<file path="src/rtl/uart_rx_frame_ctrl_pkg.sv">
// Shared types and helpers for the UART frame receive controller.
package uart_pkg;

  typedef enum logic [2:0] {IDLE, LEN, PAYLOAD, CHK, HOLD} frm_state_t;

  localparam logic [7:0] SOF_DEFAULT = 8'hA5;

  function automatic logic [7:0] chk_upd(input logic [7:0] chk, input logic [7:0] b);
    return chk ^ b;
  endfunction

endpackage

</file>
<file path="src/rtl/uart_rx_frame_ctrl_if.sv">
// Byte-stream input and frame read port of the frame receive controller.
interface uart_rx_frame_ctrl_if #(parameter int ADDR_W = 4);
  logic              s_tick;
  logic              rx_done;
  logic [7:0]        rx_data;
  logic              frm_valid;
  logic [7:0]        frm_len;
  logic [ADDR_W-1:0] rd_addr;
  logic [7:0]        rd_data;
  logic              frm_ack;

  modport master (output s_tick, rx_done, rx_data, rd_addr, frm_ack,
                  input  frm_valid, frm_len, rd_data);
  modport slave  (input  s_tick, rx_done, rx_data, rd_addr, frm_ack,
                  output frm_valid, frm_len, rd_data);
endinterface

</file>
<file path="src/rtl/uart_rx_frame_ctrl_frame_buf.sv">
// Payload store: MAX_LEN x 8 register array, one write port, registered read port.
module frame_buf #(
  parameter int MAX_LEN = 16,
  parameter int ADDR_W  = 4
) (
  input  logic              clk,
  input  logic              reset,
  input  logic              wr_en,
  input  logic [ADDR_W-1:0] wr_addr,
  input  logic [7:0]        wr_data,
  input  logic [ADDR_W-1:0] rd_addr,
  output logic [7:0]        rd_data
);

  logic [7:0] mem [MAX_LEN];

  // Contents survive reset; only the read register is cleared.
  always_ff @(posedge clk) begin
    if (wr_en) mem[wr_addr] <= wr_data;
  end

  always_ff @(posedge clk) begin
    if (reset) rd_data <= '0;
    else       rd_data <= mem[rd_addr];
  end

endmodule

</file>
<file path="src/rtl/uart_rx_frame_ctrl.sv">
// Frame receive controller: SOF/LEN/payload/XOR-checksum parser with held-frame read port.
// Optional inter-byte timeout enabled by defining FRAME_TIMEOUT_EN.
module uart_rx_frame_ctrl
  import uart_pkg::*;
#(
  parameter int         MAX_LEN   = 16,
  parameter logic [7:0] SOF_BYTE  = SOF_DEFAULT,
  parameter int         TMO_TICKS = 640
) (
  input  logic                 clk,
  input  logic                 reset,
  uart_rx_frame_ctrl_if.slave  bus,
  output logic                 busy,
  output logic                 err_len,
  output logic                 err_chk,
  output logic                 err_ovf,
  output logic                 err_tmo
);

  localparam int         ADDR_W    = (MAX_LEN > 1) ? $clog2(MAX_LEN) : 1;
  localparam logic [7:0] MAX_LEN_B = 8'(MAX_LEN);

  frm_state_t state, state_n;
  logic [7:0] len, len_n, chk, chk_n, idx, idx_n, frm_len_q, frm_len_n;
  logic       wr_en, tmo_hit;
  logic       err_len_n, err_chk_n, err_ovf_n;

  assign busy          = (state == LEN) || (state == PAYLOAD) || (state == CHK);
  assign bus.frm_valid = (state == HOLD);
  assign bus.frm_len   = frm_len_q;

  always_ff @(posedge clk) begin
    if (reset) begin
      state     <= IDLE;
      len       <= '0;
      chk       <= '0;
      idx       <= '0;
      frm_len_q <= '0;
      err_len   <= 1'b0;
      err_chk   <= 1'b0;
      err_ovf   <= 1'b0;
    end else begin
      state     <= state_n;
      len       <= len_n;
      chk       <= chk_n;
      idx       <= idx_n;
      frm_len_q <= frm_len_n;
      err_len   <= err_len_n;
      err_chk   <= err_chk_n;
      err_ovf   <= err_ovf_n;
    end
  end

  always_comb begin
    state_n   = state;
    len_n     = len;
    chk_n     = chk;
    idx_n     = idx;
    frm_len_n = frm_len_q;
    wr_en     = 1'b0;
    err_len_n = 1'b0;
    err_chk_n = 1'b0;
    err_ovf_n = 1'b0;
    unique case (state)
      IDLE: if (bus.rx_done && bus.rx_data == SOF_BYTE) state_n = LEN;
      LEN: if (bus.rx_done) begin
        len_n = bus.rx_data;
        chk_n = bus.rx_data;
        idx_n = '0;
        if (bus.rx_data > MAX_LEN_B) begin
          err_len_n = 1'b1;
          state_n   = IDLE;
        end else if (bus.rx_data == 8'd0) begin
          state_n = CHK;
        end else begin
          state_n = PAYLOAD;
        end
      end
      PAYLOAD: if (bus.rx_done) begin
        wr_en = 1'b1;
        chk_n = chk_upd(chk, bus.rx_data);
        idx_n = idx + 8'd1;
        if (idx + 8'd1 == len) state_n = CHK;
      end
      CHK: if (bus.rx_done) begin
        if (bus.rx_data == chk) begin
          state_n   = HOLD;
          frm_len_n = len;
        end else begin
          err_chk_n = 1'b1;
          state_n   = IDLE;
        end
      end
      HOLD: begin
        // A byte landing during ack is dropped, never treated as a new SOF.
        if (bus.rx_done) err_ovf_n = 1'b1;
        if (bus.frm_ack) state_n = IDLE;
      end
      default: state_n = IDLE;
    endcase
    // Expiry beats any byte arriving in the same cycle.
    if (tmo_hit) begin
      state_n   = IDLE;
      wr_en     = 1'b0;
      err_len_n = 1'b0;
      err_chk_n = 1'b0;
      frm_len_n = frm_len_q;
    end
  end

`ifdef FRAME_TIMEOUT_EN
  localparam int TMO_W = $clog2(TMO_TICKS + 1);
  logic [TMO_W-1:0] tmo_cnt;

  assign tmo_hit = busy && bus.s_tick && (tmo_cnt == TMO_W'(TMO_TICKS - 1));

  always_ff @(posedge clk) begin
    if (reset) begin
      tmo_cnt <= '0;
      err_tmo <= 1'b0;
    end else begin
      err_tmo <= tmo_hit;
      if (bus.rx_done || state_n == IDLE) tmo_cnt <= '0;
      else if (busy && bus.s_tick)       tmo_cnt <= tmo_cnt + 1'b1;
    end
  end
`else
  assign tmo_hit = 1'b0;
  assign err_tmo = 1'b0;
`endif

  frame_buf #(.MAX_LEN(MAX_LEN), .ADDR_W(ADDR_W)) u_buf (
    .clk     (clk),
    .reset   (reset),
    .wr_en   (wr_en),
    .wr_addr (idx[ADDR_W-1:0]),
    .wr_data (bus.rx_data),
    .rd_addr (bus.rd_addr),
    .rd_data (bus.rd_data)
  );

endmodule

</file>
<file path="src/flat_wrapper.sv">
// flat-port wrapper written by rule: the top's interface ports become plain ports
module uart_rx_frame_ctrl_flat import uart_pkg::*;
#(
  parameter int         MAX_LEN   = 16,
  parameter logic [7:0] SOF_BYTE  = SOF_DEFAULT,
  parameter int         TMO_TICKS = 640
)
  (clk, reset, busy, err_len, err_chk, err_ovf, err_tmo, bus_s_tick, bus_rx_done, bus_rx_data, bus_rd_addr, bus_frm_ack, bus_frm_valid, bus_frm_len, bus_rd_data);
  uart_rx_frame_ctrl_if #(.ADDR_W(4)) bus_i ();
  input  logic clk;
  input  logic reset;
  output logic busy;
  output logic err_len;
  output logic err_chk;
  output logic err_ovf;
  output logic err_tmo;
  input wire logic [$bits(bus_i.s_tick)-1:0] bus_s_tick;
  input wire logic [$bits(bus_i.rx_done)-1:0] bus_rx_done;
  input wire logic [$bits(bus_i.rx_data)-1:0] bus_rx_data;
  input wire logic [$bits(bus_i.rd_addr)-1:0] bus_rd_addr;
  input wire logic [$bits(bus_i.frm_ack)-1:0] bus_frm_ack;
  output wire logic [$bits(bus_i.frm_valid)-1:0] bus_frm_valid;
  output wire logic [$bits(bus_i.frm_len)-1:0] bus_frm_len;
  output wire logic [$bits(bus_i.rd_data)-1:0] bus_rd_data;
  assign bus_i.s_tick = bus_s_tick;
  assign bus_i.rx_done = bus_rx_done;
  assign bus_i.rx_data = bus_rx_data;
  assign bus_i.rd_addr = bus_rd_addr;
  assign bus_i.frm_ack = bus_frm_ack;
  assign bus_frm_valid = bus_i.frm_valid;
  assign bus_frm_len = bus_i.frm_len;
  assign bus_rd_data = bus_i.rd_data;
  uart_rx_frame_ctrl #(.MAX_LEN(MAX_LEN), .SOF_BYTE(SOF_BYTE), .TMO_TICKS(TMO_TICKS)) u_core (.clk(clk), .reset(reset), .bus(bus_i), .busy(busy), .err_len(err_len), .err_chk(err_chk), .err_ovf(err_ovf), .err_tmo(err_tmo));
endmodule
</file>
<file path="config.mk">
export PLATFORM = sky130hd
export DESIGN_NAME = uart_rx_frame_ctrl_flat
export DESIGN_NICKNAME = d
export VERILOG_FILES = /design/src/rtl/uart_rx_frame_ctrl_pkg.sv /design/src/rtl/uart_rx_frame_ctrl_if.sv /design/src/rtl/uart_rx_frame_ctrl_frame_buf.sv /design/src/rtl/uart_rx_frame_ctrl.sv /design/src/flat_wrapper.sv
export SDC_FILE = /design/constraint.sdc
export NUM_CORES = 1
export LEC_CHECK = 0
export BUFFER_PORTS_ARGS = -buffer_cell sky130_fd_sc_hd__clkbuf_2
export CORE_MARGIN = 4
export CORE_UTILIZATION = 35
export CTS_CLUSTER_DIAMETER = 60
export DETAILED_ROUTE_END_ITERATION = 7
export GPL_ROUTABILITY_DRIVEN = 0
export PLACE_DENSITY = 0.48
export SYNTH_ARGS = -nofsm -noshare
export SYNTH_HDL_FRONTEND = slang
export SYNTH_HIERARCHICAL = 1
export SYNTH_SLANG_ARGS = --single-unit
</file>
<file path="constraint.sdc">
create_clock -name clk -period 6.06 [get_ports clk]
set_input_delay 1.212 -clock clk [delete_from_list [all_inputs] [get_ports clk]]
set_output_delay 1.212 -clock clk [all_outputs]
set_load 0.01 [all_outputs]
</file>
==> metrics.md <==
| Metric | Value |
|---|---|
| Run status | `finished clean` |
| Final ANT Viol Nets | `0` |
| Grt ovf | `0` |
| Post-synthesis cell count | `509` |
| CTS clk-pin slew, worst paths | `~0.06 ns` |
| CTS tree | `built` |
| Synth Cell Area | `7300 sq um` |
| Largest net degree at the start of global routing | `44` |
| Total Wirelength | `16,400 um` |
| Cts hold-fix bufs | `0` |
| Post-synth EDFFs | `approximately 130` |
| Detailed Route Iter0 Violations | `between 300 and 400` |
| Post-synthesis cell type count | `59` |
| Switching share of total power | `0.213` |
| RSZ-0062 raised after global routing | `no` |
| Worst skew pair latency | `0.42 ns` |
| Max_slew headroom | `0.352` |
| Setup crit end kind | `flop` |
| Seq/Total Area, Yosys | `0.653` |
| GRT Total Usage | `0.145` |
| Layout Utilization | `0.408` |
| Post-DR wirelength/cell | `roughly 20 um` |
| Setup-failing EPs final | `0` |
| FF/Latch Area | `4760 sq um` |
| Max_cap viols | `0` |
| LEAKAGE | `2.76 nW` |
| Worst-Margin Slew | `slightly below 1 ns` |
| Seq pwr share | `0.511` |
| Initial antenna violation count | `0` |
| Average size of a mapped cell | `14.3 sq um` |
| Met2 GRT Util | `0.229` |
| CTS sink count | `between 150 and 200` |
| DRC | `0` |
| Data required time of the critical path | `about 6 ns` |
| Fmax | `0.299 GHz` |
| Post_cts resized | `0` |
| Via count | `between 4,000 and 5,000` |
| Area occupied by multi-input gates | `between 2000 and 2500 sq um` |
| Hold Path Sink | `u_core/bus.frm_len[4]` |
| Async S/R FF share, synth | `0` |
| CTS buffer count | `17` |
| HP Class | `flop to flop` |
| Core area | `20,400 sq um` |
| Final hold viol count | `0` |
| Worst R2R Start | `u_core/state[1]` |
| Worst reg2reg endpoint | `u_core/u_buf/mem[1][6]` |
| Setup Crit Path Kind | `input port to flop` |
| Area growth syn-to-layout | `13.9%` |
| CP arrival | `around 3.4 ns` |
| Die area | `23,200 sq um` |
| # rows | `52` |
| Clock Tree Buf Depth | `2` |
| Setup total negative slack | `0 ns` |
| CP max FO | `14` |
| Fin crit share | `0.553` |
| R2R depth | `4` |
| Startpoint Class | `input port` |
| Number of global-route vias before repair | `between 4,000 and 5,000` |
| Layout cell share with drive strength beyond 1 | `0.163` |
| Net Switching | `535 uW` |
| Internal power | `1.97 mW` |
| Power share of the combinational group | `0.040` |
| Initial core utilization | `0.358` |
| Finished Layout Cells | `between 800 and 900` |
| Worst setup margin | `approximately 2.7 ns` |
| Grt peak-use layer | `met2` |
| Drt first pass iters | `5` |
| Synth Flop Type | `edfxtp_1` |
| I/O Buffers | `36` |
| Worst slack, placed | `~2.1 ns` |
| Antenna cell count | `0` |
| PwrDens | `~300 nW/um^2` |
| Fill cell count | `1,889` |
| H-tree levels | `4` |
| Met1 Use GR | `0.200` |
| Final Skew | `around 0.013 ns` |
| Hold Crit Depth | `2` |
| Tmin final | `approximately 3.3 ns` |
| HPWL Detailed | `about 10,000 um` |
| Global-route wire length before repair | `~26,000 um` |
| Hold Worst Slack | `~0.5 ns` |
| Clock Tree Root | `clkbuf_16` |
| Worst reg2reg setup slack | `roughly 3.0 ns` |
| I/O pin count | `39` |
| Die Y-Extent | `around 150 um` |
| Yosys Warn Count | `6` |
| Clk pwr share | `0.449` |
| Placed Cells incl. Taps | `a little under 800` |
| Vias/cell | `roughly 5.2` |
| Peak VDD IR | `around 0.18 mV` |
| Synth Register Bits | `between 150 and 200` |
| Global Route met3 Usage | `0.0375` |
| Hold Crit Start | `u_core/bus.frm_len[4]` |
| Die W | `roughly 150 um` |
| Setup Fix Bufs, Post-CTS | `0` |
| Syn Nets | `around 530` |
| Final Slew Violations | `0` |
| Fin nets | `between 500 and 600` |
logic make-up after synthesis:
logic type	synth area share
flip-flops	0.653
AND/OR/NAND/NOR	0.100
AO/OA/AOI/OAI	0.0760
multiplexers	0.122
buffers and inverters	0.0233
XOR/XNOR	0.0228
adder cells (fa/ha/maj)	0.00171
other	0.000514
placed cells by master (no fill, tap or decap), types with 6 or more instances in the layout:
| cell type | synthesis | layout |
|---|---|---|
| nor3_1 | 6 | 6 |
| a21oi_1 | 29 | 29 |
| o21ai_1 | 6 | 6 |
| o21ai_0 | 21 | 21 |
| buf_4 | 2 | 7 |
| dfxtp_1 | 46 | 46 |
| o211ai_1 | 8 | 8 |
| xnor2_1 | 17 | 17 |
| mux4_1 | 15 | 15 |
| nand2b_1 | 6 | 6 |
| clkbuf_2 | 0 | 36 |
| nand3_1 | 7 | 7 |
| mux2i_1 | 34 | 34 |
| edfxtp_1 | 128 | 128 |
| clkbuf_16 | 0 | 17 |
| nor2_1 | 42 | 42 |
| mux4_2 | 7 | 7 |
| nand2_1 | 43 | 43 |
how the worst max path moves through the flow:
stage                start                      to  slack, ns  cells after the start
5_1_grt        bus_rx_done  u_core/u_buf/mem[1][6]       2.50                      5
4_1_cts        bus_rx_done  u_core/u_buf/mem[8][6]       2.59                      5
2_1_floorplan  bus_rx_done  u_core/u_buf/mem[0][0]       3.01                      4
6_report       bus_rx_done  u_core/u_buf/mem[1][6]       2.71                      5
3_5_place_dp   bus_rx_done  u_core/u_buf/mem[8][1]       2.15                      5
3_3_place_gp   bus_rx_done  u_core/u_buf/mem[8][1]       2.18                      5
registers in the layout, summed over array words and instances (netlist names), 3 cells and up:
signal	count
u_core/u_buf/mem	128
u_core/bus.frm_len	8
u_core/chk	8
u_core/idx	8
u_core/len	8
u_core/u_buf/rd_data	8
u_core/state	3
routing by layer:
| layer | vias up | wire length (um) |
|---|---|---|
| li1 | 2037 | - |
| met1 | 2191 | 7650 |
| met2 | 107 | 7900 |
| met3 | 10 | 672 |
| met4 | 0 | 183 |
| met5 | - | 0 |
synth_stat cells (8+ instances only):
cell type,instances,share of area
a21oi_1,29,0.020
nand2_1,43,0.022
dfxtp_1,46,0.13
clkbuf_1,8,0.0041
o211ai_1,8,0.0082
xnor2_1,17,0.020
mux2i_1,34,0.047
mux4_1,15,0.054
nor2_1,42,0.022
o21ai_0,21,0.014
edfxtp_1,128,0.53
through the flow:
step                power (mW)  cell area, sq um
floorplan                 1.37              7300
finish                    2.51              8310
CTS                       2.53              8300
global placement          1.41              7700
detailed placement        1.41              7700
global route              2.60              8310
worst max-delay path, stage by stage:
cell       delay (ns)
clkbuf_2         0.15
nand4bb_1        0.46
inv_1            0.41
or3b_2           0.53
nor2_1           0.62
layout make-up:
class                      instances  area share
timing repair buffer              43      0.0280
sequential                       174       0.573
clock inverter                    13      0.0215
inverter                           2    0.000903
multi-input combinational        308       0.284
tap                              270      0.0406
clock buffer                      18      0.0516
power by group through the flow:
stage | clock [mW] | combinational, mW | sequential, mW
floorplan | 0 | 0.0562 | 1.31
global placement | 0 | 0.100 | 1.31
detailed placement | 0 | 0.102 | 1.31
CTS | 1.15 | 0.102 | 1.28
global route | 1.21 | 0.109 | 1.28
finish | 1.12 | 0.100 | 1.28
(Power assumes the default switching activity.)
